**config.mk**
```make
export PLATFORM = sky130hd
export DESIGN_NAME = bcd_stopwatch_ctrl
export DESIGN_NICKNAME = d
export VERILOG_FILES = /design/src/rtl/bcd_stopwatch_ctrl.sv
export SDC_FILE = /design/constraint.sdc
export NUM_CORES = 1
export LEC_CHECK = 0
export ABC_CLOCK_PERIOD_IN_PS = 1900
export BUFFER_PORTS_ARGS = -buffer_cell sky130_fd_sc_hd__buf_2
export CORE_MARGIN = 8
export CORE_UTILIZATION = 35
export CTS_BUF_LIST = sky130_fd_sc_hd__clkbuf_4
export CTS_CLUSTER_SIZE = 14
export DETAILED_ROUTE_END_ITERATION = 16
export HOLD_SLACK_MARGIN = 0.08
export SKIP_LAST_GASP = 1
export SYNTH_ARGS = -nofsm -noshare
export SYNTH_HDL_FRONTEND = slang
export SYNTH_SLANG_ARGS = --single-unit
```
**constraint.sdc**
```tcl
create_clock -name clk -period 1.9 [get_ports clk]
set_input_delay 0.38 -clock clk [delete_from_list [all_inputs] [get_ports clk]]
set_output_delay 0.38 -clock clk [all_outputs]
set_load 0.05 [all_outputs]
```
**src/rtl/bcd_stopwatch_ctrl.sv**
```systemverilog
// Run/pause/clear controller for a two-digit BCD stopwatch counter.
// An internal prescaler issues single-cycle count ticks so everything stays in the clk domain.
module bcd_stopwatch_ctrl #(
  parameter int TICK_DIV = 50_000_000,
  parameter int MAX_VAL  = 59
) (
  input  logic       clk,
  input  logic       rst,
  input  logic       start_stop,
  input  logic       clear,
  input  logic       up_dn,
  output logic [3:0] ones,
  output logic [3:0] tens,
  output logic [1:0] state,
  output logic       tick,
  output logic       wrap
);

  typedef enum logic [1:0] {
    S_IDLE  = 2'b00,
    S_RUN   = 2'b01,
    S_PAUSE = 2'b10,
    S_BAD   = 2'b11
  } state_e;

  localparam int             PW         = $clog2(TICK_DIV);
  localparam logic [PW-1:0]  PRESC_LAST = PW'(TICK_DIV - 1);
  localparam logic [3:0]     MAX_ONES   = 4'(MAX_VAL % 10);
  localparam logic [3:0]     MAX_TENS   = 4'(MAX_VAL / 10);

  state_e        state_q;
  logic [PW-1:0] presc_q;
  logic [3:0]    ones_q;
  logic [3:0]    tens_q;
  logic          tick_q;
  logic          wrap_q;
  logic          ss_prev_q;
  logic          clr_prev_q;

  logic          ss_edge;
  logic          clr_edge;
  logic          presc_done;
  logic [3:0]    ones_d;
  logic [3:0]    tens_d;
  logic          wrap_d;

  assign ss_edge    = start_stop & ~ss_prev_q;
  assign clr_edge   = clear & ~clr_prev_q;
  assign presc_done = (state_q == S_RUN) && (presc_q == PRESC_LAST);

  // One BCD step in the requested direction, wrapping between MAX_VAL and 00.
  // NOTE: every output gets a default first so no path through the block infers a latch.
  always_comb begin
    ones_d = ones_q;
    tens_d = tens_q;
    wrap_d = 1'b0;
    if (up_dn) begin
      if (ones_q == MAX_ONES && tens_q == MAX_TENS) begin
        ones_d = 4'd0;
        tens_d = 4'd0;
        wrap_d = 1'b1;
      end else if (ones_q == 4'd9) begin
        ones_d = 4'd0;
        tens_d = tens_q + 4'd1;
      end else begin
        ones_d = ones_q + 4'd1;
      end
    end else begin
      if (ones_q == 4'd0 && tens_q == 4'd0) begin
        ones_d = MAX_ONES;
        tens_d = MAX_TENS;
        wrap_d = 1'b1;
      end else if (ones_q == 4'd0) begin
        ones_d = 4'd9;
        tens_d = tens_q - 4'd1;
      end else begin
        ones_d = ones_q - 4'd1;
      end
    end
  end

  // NOTE: sequential state uses non-blocking assignments so every register samples pre-edge values.
  always_ff @(posedge clk or negedge rst) begin
    if (!rst) begin
      state_q    <= S_IDLE;
      presc_q    <= '0;
      ones_q     <= 4'd0;
      tens_q     <= 4'd0;
      tick_q     <= 1'b0;
      wrap_q     <= 1'b0;
      // NOTE: history resets high so a button held through reset release is not seen as a press.
      ss_prev_q  <= 1'b1;
      clr_prev_q <= 1'b1;
    end else begin
      ss_prev_q  <= start_stop;
      clr_prev_q <= clear;
      tick_q     <= 1'b0;
      wrap_q     <= 1'b0;

      if (clr_edge) begin
        state_q <= S_IDLE;
        presc_q <= '0;
        if (up_dn) begin
          ones_q <= 4'd0;
          tens_q <= 4'd0;
        end else begin
          ones_q <= MAX_ONES;
          tens_q <= MAX_TENS;
        end
      end else begin
        unique case (state_q)
          S_IDLE: begin
            presc_q <= '0;
            if (ss_edge) state_q <= S_RUN;
          end
          S_RUN: begin
            // A pause requested on the terminal prescaler cycle still lets this tick land.
            if (presc_done) begin
              presc_q <= '0;
              tick_q  <= 1'b1;
              wrap_q  <= wrap_d;
              ones_q  <= ones_d;
              tens_q  <= tens_d;
            end else begin
              presc_q <= presc_q + PW'(1);
            end
            if (ss_edge) state_q <= S_PAUSE;
          end
          S_PAUSE: begin
            if (ss_edge) state_q <= S_RUN;
          end
          default: begin
            state_q <= S_IDLE;
            presc_q <= '0;
          end
        endcase
      end
    end
  end

  assign ones  = ones_q;
  assign tens  = tens_q;
  assign state = state_q;
  assign tick  = tick_q;
  assign wrap  = wrap_q;

endmodule

```
==> run_results.csv, run 1 <==
group,metric,value,unit
outcome,status,"completed",
logic_synthesis,async_flop_share,1.00,
floorplanning,coreArea,7100,sq um
critical_path,startpoint_type,"flip-flop",
place,port_buffers,16,
global_route,grt_max_degree,27,
cts,numCtsBuffers,5,
logic_synthesis,ys_warn_count,0,
finish,antenna_cells,0,
logic_synthesis,yosys-top-cells-count,"dfrtp_1 (38), nor2_1 (32), nand2_1 (21), nand3_1 (18), xor2_1 (16)",
critical_path,required,2140,ps
sta,period_share,0.989,
logic_synthesis,ys.flop_type,"dfrtp_1",
global_route,antenna_found_initial,0,
logic_synthesis,synth_xor_area_frac,0.0736,
logic_synthesis,synth_top_family_by_area,"simple AND/OR/NAND/NOR gates",
power,p_switching,990,uW
logic_synthesis,synthTopCellsByArea,"dfrtp_1 (38%), xor2_1 (5.6%), nor2_1 (4.8%)",
finish,drive_gt1_frac,0.314,
route,first_iter_violations,80,
finish,fillers,701,
sta,fin_worst_skew,11.1,ps
sta,fin_tns_setup,0,ps
critical_path,worstPathArrival,2120,ps
floorplanning,dieArea,10100,sq um
critical_path,r2r_slack,20,ps
finish,area_growth,25.5,%
global_route,globalRouteOverflowTotal,0,
floorplanning,initial_core_util,0.352,
finish,finalNetCount,335,
sta,setup_viol_count_final,0,
global_route,first_global_vias,2222,
cts,cts-root-buf,"clkbuf_4",
cts,clkTransAtPathRegs,120,ps
route,drt_wl_total,5990,um
critical_path,crit_fanout,6,
place,place_congestion,0.873,
sta,fin_hold_ws,139,ps
power,leakagePower,0.00138,uW
floorplanning,io_pins,17,
power,pwr-share-seq,0.397,
cts,cts_buffer_depth,2,
logic_synthesis,synthDistinctLibCells,65,
logic_synthesis,synth_area,2500,sq um
global_route,grt_pass1_wl,10400,um
logic_synthesis,synth_compound_area_frac,0.128,
place,post-place-ws,31.9,ps
logic_synthesis,avgSynthCellArea,9.39,sq um
route,wl_per_cell,14.2,um
power,switching_share,0.395,
floorplanning,fp.dieW,100,um
logic_synthesis,yosysTopAreaCellShare,0.381,
global_route,grt_usage,0.127,
route,postRouteAntennaNets,0,
sta,timing_hold_violations_final,0,
power,pwr-share-comb,0.427,
critical_path,worst-setup-path-type,"flip-flop to flip-flop",
power,p_int,1520,uW
sta,fin_crit,1880,ps
sta,worst_pin_slew,428,ps
power,powerDensity,799,nW/um^2
finish,fin_cells,421,
cts,ctsHtreeMaxLevel,2,
logic_synthesis,syn-num-nets,280,
logic_synthesis,seq_area_frac_synth,0.402,
logic_synthesis,yosysMostFrequentCell,"dfrtp_1",
power,clockPowerShare,0.176,
floorplanning,num_rows,31,
cts,tritoncts,"built",
sta,setup_ws,21.0,ps
route,drc,0,
logic_synthesis,synth_enable_flop_cells,0,
sta,rsz0062_at_grt,"true",
route,avgViaCountPerCell,5.20,
logic_synthesis,yosys.area_share.simple,0.304,
hold_path,hold_class,"primary input to flip-flop",
sta,slew_headroom,0.714,
logic_synthesis,synth_adder_area_share,0.0451,
logic_synthesis,synthCells,266,
critical_path,setup.worst_path.end_class,"flip-flop",
logic_synthesis,synth_top_area_cell,"dfrtp_1",
sta,slew_viol_final,0,
place,hpwlAfterDp,4560,um
logic_synthesis,muxShareOfSynthArea,0.0170,
run,cap_viol_max_count,0,
route,dr.pass1.iters,6,
cts,cts_sinks,40,
cts,clk_latency,340,ps
logic_synthesis,synth-seq-cells,40,
sta,max_freq,532,MHz
power,irDropWorstVdd,0.272,mV
route,vias,2190,
floorplanning,fp.dieH,100,um
place,placed_cells,409,
## power by group through the flow
stage | clock network [uW] | registers (uW) | logic (uW)
finish | 440 | 995 | 1070
detailed placement | 0 | 1010 | 1050
global route | 489 | 1010 | 1180
global placement | 0 | 1010 | 1040
CTS | 458 | 996 | 1050
floorplan | 0 | 1250 | 487
## per-stage QoR
step	utilization	cell area, sq um	power [uW]
6_report	0.442	3140	2500
5_1_grt	0.442	3140	2680
4_1_cts	0.431	3060	2510
3_5_place_dp	0.422	3000	2060
3_3_place_gp	0.422	3000	2050
2_1_floorplan	-	2540	1740
## critical path, stage by stage (launching register included)
cell and delay (ps):
dfrtp_1 400, or4b_4 580, nor2_4 180, nand3_4 130, and2_4 220, a221o_1 280
## metal layers
| layer | GRT usage | share of wire | vias up |
|---|---|---|---|
| met3 | 0.0311 | 0.057 | 7 |
| met2 | 0.206 | 0.46 | 50 |
| li1 | - | - | 1069 |
| met1 | 0.161 | 0.47 | 1064 |
| met4 | 0.0430 | 0.014 | 0 |
| met5 | 0 | 0 | - |
## cell type report
class / count / area (sq um) / share of cell area
Tap cell: 99 / 124 / 0.0395
Inverter: 9 / 36.3 / 0.0116
Sequential cell: 40 / 1010 / 0.323
Multi-Input combinational cell: 209 / 1500 / 0.477
Clock buffer: 7 / 52.6 / 0.0168
Timing Repair Buffer: 56 / 412 / 0.131
Clock inverter: 1 / 3.75 / 0.00120
## logic make-up (layout without fill, tap and decap cells)
family / Yosys count / after routing
XOR/XNOR: 21 / 21
AND/OR/NAND/NOR: 132 / 132
multiplexers: 4 / 4
adder cells (fa/ha/maj): 9 / 9
buffers and inverters: 17 / 73
AO/OA/AOI/OAI: 43 / 43
flip-flops: 40 / 40
## repair_timing
item                       in CTS  in global routing
gates resized for setup         0                 11
hold buffers                    1                  0
setup endpoints to repair       0                 10
hold endpoints to repair       14                  0
setup buffers                   0                  3
## placed cells by master (no fill, tap or decap), drive strengths merged, types with 3 or more instances in the layout
cell type | Yosys | routed
a211oi | 3 | 3
a21oi | 8 | 8
a31oi | 3 | 3
and2 | 3 | 3
and3 | 10 | 10
and4 | 4 | 4
buf | 3 | 55
clkbuf | 5 | 7
dfrtp | 38 | 38
ha | 9 | 9
inv | 9 | 9
nand2 | 21 | 21
nand2b | 3 | 3
nand3 | 19 | 19
nand4 | 13 | 13
nor2 | 34 | 34
nor3 | 7 | 7
nor4 | 4 | 4
o21a | 4 | 4
o21ai | 5 | 5
o31ai | 3 | 3
xnor2 | 5 | 5
xor2 | 16 | 16
## worst paths after layout
check,from,depth (start not counted),end
min reg2reg,presc_q[19],1,presc_q[19]
min,start_stop,1,ss_prev_q
max,presc_q[11],5,presc_q[20]
min in group asynchronous,rst,2,ones[2]
max reg2reg,presc_q[11],5,presc_q[20]
max in group asynchronous,rst,3,ss_prev_q
## sequential cells by signal, summed over array words and instances, names as in the netlist
register    flops
presc_q        26
ones            4
tens            4
state           2
clr_prev_q      1
ss_prev_q       1
tick            1
wrap            1
(Power assumes the default switching activity.)
==> run 2: changes to the inputs <==
- ABC_CLOCK_PERIOD_IN_PS: 1900 -> 2200
- clock period: 1.9 -> 2.2 ns (I/O delays scaled with it)
==> run 2 against run 1 <==
Effect of this change: design area decreased by 9.2%; global-route usage decreased by 0.65 points; first-iteration DRC count grew 76%; routed wire length down 5.9%; non-clock buffer count decreased by 27; setup slack better by 91 ps; flip-flop and latch count stayed put; total power decreased by 14%; highest routed layer unchanged; via count fell by 6.3%; clock power rose by 11%.
==> run_results.csv, run 2 (synthesis gave the netlist of run 1 again) <==
group,metric,value,unit
critical_path,worst-setup-path-type,"flip-flop to flip-flop",
floorplanning,fp.dieW,100,um
finish,fillers,729,
finish,fin_cells,394,
floorplanning,num_rows,31,
power,p_switching,844,uW
place,post-place-ws,101,ps
power,p_int,1310,uW
finish,drive_gt1_frac,0.207,
power,irDropWorstVdd,0.349,mV
outcome,status,"completed",
finish,antenna_cells,0,
global_route,antenna_found_initial,0,
finish,ff_latch_area,1010,sq um
route,first_iter_violations,141,
sta,fin_hold_ws,173,ps
power,clockPowerShare,0.226,
route,vias,2051,
route,avgViaCountPerCell,5.21,
place,hpwlAfterDp,4120,um
finish,final_util,0.401,
place,placed_cells,385,
sta,fin_crit,2090,ps
cts,cts_sinks,40,
sta,timing_hold_violations_final,0,
finish,multi_input_comb_area,1430,sq um
cts,clk_latency,360,ps
hold_path,hold_start,"start_stop",
route,drt_wl_total,5640,um
sta,period_share,0.949,
cts,cts_buffer_depth,2,
finish,largest_register_ffs,26,
sta,setup_ws,112,ps
cts,tritoncts,"built",
sta,fin_worst_skew,6.04,ps
sta,setup_viol_count_final,0,
critical_path,startpoint_type,"flip-flop",
critical_path,required,2450,ps
route,wl_per_cell,14.3,um
cts,cts-root-buf,"clkbuf_4",
run,cap_viol_max_count,0,
cts,ctsHtreeMaxLevel,2,
finish,area_growth,13.9,%
power,pwr-share-seq,0.406,
sta,max_freq,479,MHz
route,dr.pass1.iters,4,
critical_path,r2r-start,"ones[0]",
global_route,grt_usage,0.120,
route,postRouteAntennaNets,0,
route,routed-wl-met2,2520,um
hold_path,hold_class,"primary input to flip-flop",
floorplanning,coreArea,7100,sq um
cts,clkTransAtPathRegs,120,ps
cts,cts_setup_buffers,0,
power,powerDensity,757,nW/um^2
place,port_buffers,16,
global_route,globalRouteOverflowTotal,0,
critical_path,setup.worst_path.end_class,"flip-flop",
power,leakagePower,0.00122,uW
power,pwr-share-comb,0.368,
sta,worst_pin_slew,490,ps
sta,slew_viol_final,0,
finish,mostFrequentLayoutCell,"dfrtp_1",
floorplanning,dieArea,10100,sq um
finish,final_cell_mix,"dfrtp_1 (36), nor2_1 (32), nand2_1 (20), nand3_1 (18)",
sta,slew_headroom,0.672,
route,wl_met1,2730,um
finish,finalNetCount,308,
place,place_congestion,0.863,
critical_path,crit_fanout,4,
finish,regMostFlops,"presc_q",
power,switching_share,0.392,
critical_path,startpoint,"ones[0]",
route,drc,0,
cts,numCtsBuffers,5,
route,met3WireLength,300,um
critical_path,worstPathArrival,2340,ps
floorplanning,initial_core_util,0.352,
global_route,grt_pass1_wl,9930,um
route,top_layer_used,"met4",
global_route,grt_max_degree,25,
floorplanning,io_pins,17,
global_route,first_global_vias,2071,
floorplanning,fp.dieH,100,um
run 2: cell types whose count changed in the layout (fill, tap and decap cells not counted), sizes merged:
cell and delta:
buf -27, clkbuf -2, bufinv +1, clkinv +1
run 2: worst paths after layout:
| kind | endpoint | slack (ps) | depth (start not counted) |
|---|---|---|---|
| max reg2reg | tens[2] | 110 | 7 |
| max | tens[2] | 110 | 7 |
| min reg2reg | presc_q[19] | 530 | 1 |
| min in group asynchronous | tens[3] | 530 | 2 |
| min | ss_prev_q | 170 | 1 |
| max in group asynchronous | ss_prev_q | 970 | 3 |
run 2: per-layer routing:
layer | vias to the layer above | track usage
met3 | 9 | 0.0276
met5 | - | 0
met2 | 37 | 0.185
met1 | 985 | 0.160
li1 | 1020 | -
met4 | 0 | 0.0465
run 2: critical path, stage by stage (launching register included):
cell	delay, ps
dfrtp_2	420
inv_1	80
ha_1	200
or3b_2	500
nor2_1	140
o2111ai_2	180
nand2_2	130
mux2_2	340
run 2: power groups by stage:
| stage | logic (uW) | registers, uW | clock network, uW |
|---|---|---|---|
| floorplan | 397 | 1070 | 0 |
| finish | 792 | 875 | 487 |
| global placement | 788 | 887 | 0 |
| detailed placement | 793 | 888 | 0 |
| CTS | 797 | 874 | 501 |
| global route | 872 | 888 | 528 |
run 2: layout make-up:
type,count,share of cell area
multi-input cells,209,0.502
flip-flops and latches,40,0.353
repair buffers,29,0.0633
well taps,99,0.0435
clock buffers,5,0.0132
clock inverters,3,0.0132
inverters,9,0.0119
run 2: what timing repair did:
action | CTS | global route
endpoints found under the hold margin | 16 | 0
hold buffers | 1 | 0
gates resized for setup | 0 | 2
setup endpoints to repair | 0 | 1
run 2: metrics by stage:
stage,TNS (ps),power (uW),instance area (sq um)
global route,-1.80,2290,2850
CTS,0,2170,2840
detailed placement,0,1680,2750
global placement,0,1670,2750
floorplan,0,1470,2500
finish,0,2150,2850
==> run 3: changes to the inputs <==
- GPL_TIMING_DRIVEN: default -> 0
==> run 3 against run 2 <==
Effect of this change: non-clock buffer count down 4; clock power down 20%; sequential power is essentially flat; setup slack got worse by 55 ps; die area unchanged; combinational power shrank 3.3%; register-to-register slack worse by 60 ps; final cell count down 1.0%; hold slack gained 13 ps; clock skew is 10 ps higher; core utilization is 0.81 points lower; first-iteration DRC count decreased by 23%; critical path type unchanged; largest power group unchanged; highest routed layer unchanged.
==> run_results.csv, run 3 (synthesis gave the netlist of run 1 again) <==
group,metric,value,unit
cts,cts_hold_buf,0,
global_route,first_global_vias,2041,
critical_path,r2r_end,"tens[2]",
hold_path,min_path_cells,1,
place,port_buffers,15,
global_route,grt_max_degree,41,
route,drc,0,
outcome,status,"completed",
hold_path,hold_class,"primary input to flip-flop",
global_route,antenna_found_initial,0,
power,leakagePower,0.00118,uW
cts,clk_latency,350,ps
place,hpwlAfterDp,4080,um
route,drt_wl_total,5760,um
floorplanning,num_rows,31,
critical_path,crit_slowest_cell,"or3b_2",
finish,ff_latch_area,1010,sq um
sta,setup_ws,57.1,ps
global_route,grt_pass1_wl,10100,um
floorplanning,initial_core_util,0.352,
cts,cts_sinks,40,
sta,slew_headroom,0.376,
finish,finalNetCount,304,
place,post_dp_cell_area,2700,sq um
cts,cts-root-buf,"clkbuf_4",
critical_path,worst-setup-path-type,"flip-flop to flip-flop",
sta,slew_viol_final,0,
sta,period_share,0.974,
critical_path,r2r_cells,7,
route,top_layer_used,"met4",
finish,final_cell_area,2790,sq um
critical_path,r2r-start,"ones[1]",
finish,multi_input_comb_area,1440,sq um
power,irDropWorstVdd,0.316,mV
route,first_iter_violations,109,
route,vias,2078,
global_route,grt_usage,0.125,
hold_path,hold_end,"ss_prev_q",
hold_path,hold_start,"start_stop",
critical_path,r2r_slack,60,ps
power,powerDensity,729,nW/um^2
route,wl_per_cell,14.8,um
critical_path,crit_fanout,6,
critical_path,required,2450,ps
cts,tritoncts,"built",
critical_path,slowest_delay,490,ps
critical_path,setup.worst_path.end_class,"flip-flop",
finish,antenna_cells,0,
sta,worst_pin_slew,936,ps
run,cap_viol_max_count,0,
floorplanning,fp.dieW,100,um
finish,regMostFlops,"presc_q",
place,post-place-ws,8.94,ps
finish,mostFrequentLayoutCell,"dfrtp_1",
finish,drive_gt1_frac,0.192,
floorplanning,coreArea,7100,sq um
sta,rsz0062_at_grt,"true",
critical_path,worstPathArrival,2390,ps
critical_path,startpoint_type,"flip-flop",
cts,numCtsBuffers,5,
critical_path,crit_path_cell_trace,"inv_1 -> ha_2 -> or3b_2 -> nor2_2 -> o2111ai_2 -> nand2_1 -> mux2_2",
route,wl_met1,2600,um
finish,largest_register_ffs,26,
finish,area_growth,11.6,%
floorplanning,dieArea,10100,sq um
sta,fin_crit,2140,ps
floorplanning,io_pins,17,
sta,fin_worst_skew,16.1,ps
power,total_power,2030,uW
sta,setup_viol_count_final,0,
route,dr.pass1.iters,4,
route,avgViaCountPerCell,5.33,
route,routed-wl-met2,2760,um
route,postRouteAntennaNets,0,
route,met3WireLength,311,um
cts,ctsHtreeMaxLevel,2,
finish,fillers,730,
sta,max_freq,467,MHz
finish,final_cell_mix,"dfrtp_1 (36), nor2_1 (31), nand2_1 (21), nand3_1 (18)",
floorplanning,fp.dieH,100,um
place,place_congestion,0.789,
cts,cts_buffer_depth,2,
sta,timing_hold_violations_final,0,
global_route,globalRouteOverflowTotal,0,
cts,clkTransAtPathRegs,130,ps
run 3: changes by cell type in the layout (fill, tap and decap cells not counted), sizes merged:
cell,delta
buf,-8
clkbuf,+7
bufinv,-1
clkinv,-1
dlygate4sd3,-1
run 3: cell type report:
cell class | count | area share
clock buffer | 7 | 0.0188
timing repair buffer | 17 | 0.0323
tap | 99 | 0.0444
clock inverter | 1 | 0.00135
inverter | 9 | 0.0121
multi-input combinational | 209 | 0.515
buffer | 8 | 0.0153
sequential | 40 | 0.361
run 3: worst max-delay path by stage:
stage / start / end / slack, ps
after floorplan: ones[1] / tens[2] / 30
after global placement: ones[1] / tens[2] / -7
after detailed placement: ones[1] / tens[2] / 9
after CTS: ones[1] / tens[2] / 30
after global routing: ones[1] / tens[2] / -70
final: ones[1] / tens[2] / 60
run 3: layer usage:
layer | vias up | GRT usage
met5 | - | 0
met4 | 0 | 0.0442
met3 | 9 | 0.0311
met2 | 42 | 0.203
met1 | 1016 | 0.157
li1 | 1011 | -
run 3: repair_timing:
item / in CTS / in global routing
hold endpoints to repair: 0 / 0
resized for setup: 0 / 4
setup buffers: 1 / 1
endpoints found under the setup margin: 1 / 6
run 3: report_power, final:
part	leakage [uW]	switching [uW]	internal [uW]
clock network	0.0000338	243	148
registers	0.000535	79.7	797
logic	0.000607	503	263
total	0.00118	825	1210
run 3: critical path: cells and delay by family (launching register included):
family                     cells  cell delay [ps]
buffers and inverters          1              130
and+or+nand+nor                3              740
AOI/OAI and AO/OA              1              160
DFF                            1              470
adders and majority gates      1              210
muxes                          1              340
run 3: per-stage QoR:
stage                     cells  hold slack, ps  utilization  TNS [ps]
after floorplan             266             144            -         0
after global placement      380             510        0.380     -7.31
after detailed placement    380             518        0.380         0
after CTS                   389             169        0.389         0
after global routing        390             154        0.393     -65.2
final                       390             185        0.393         0
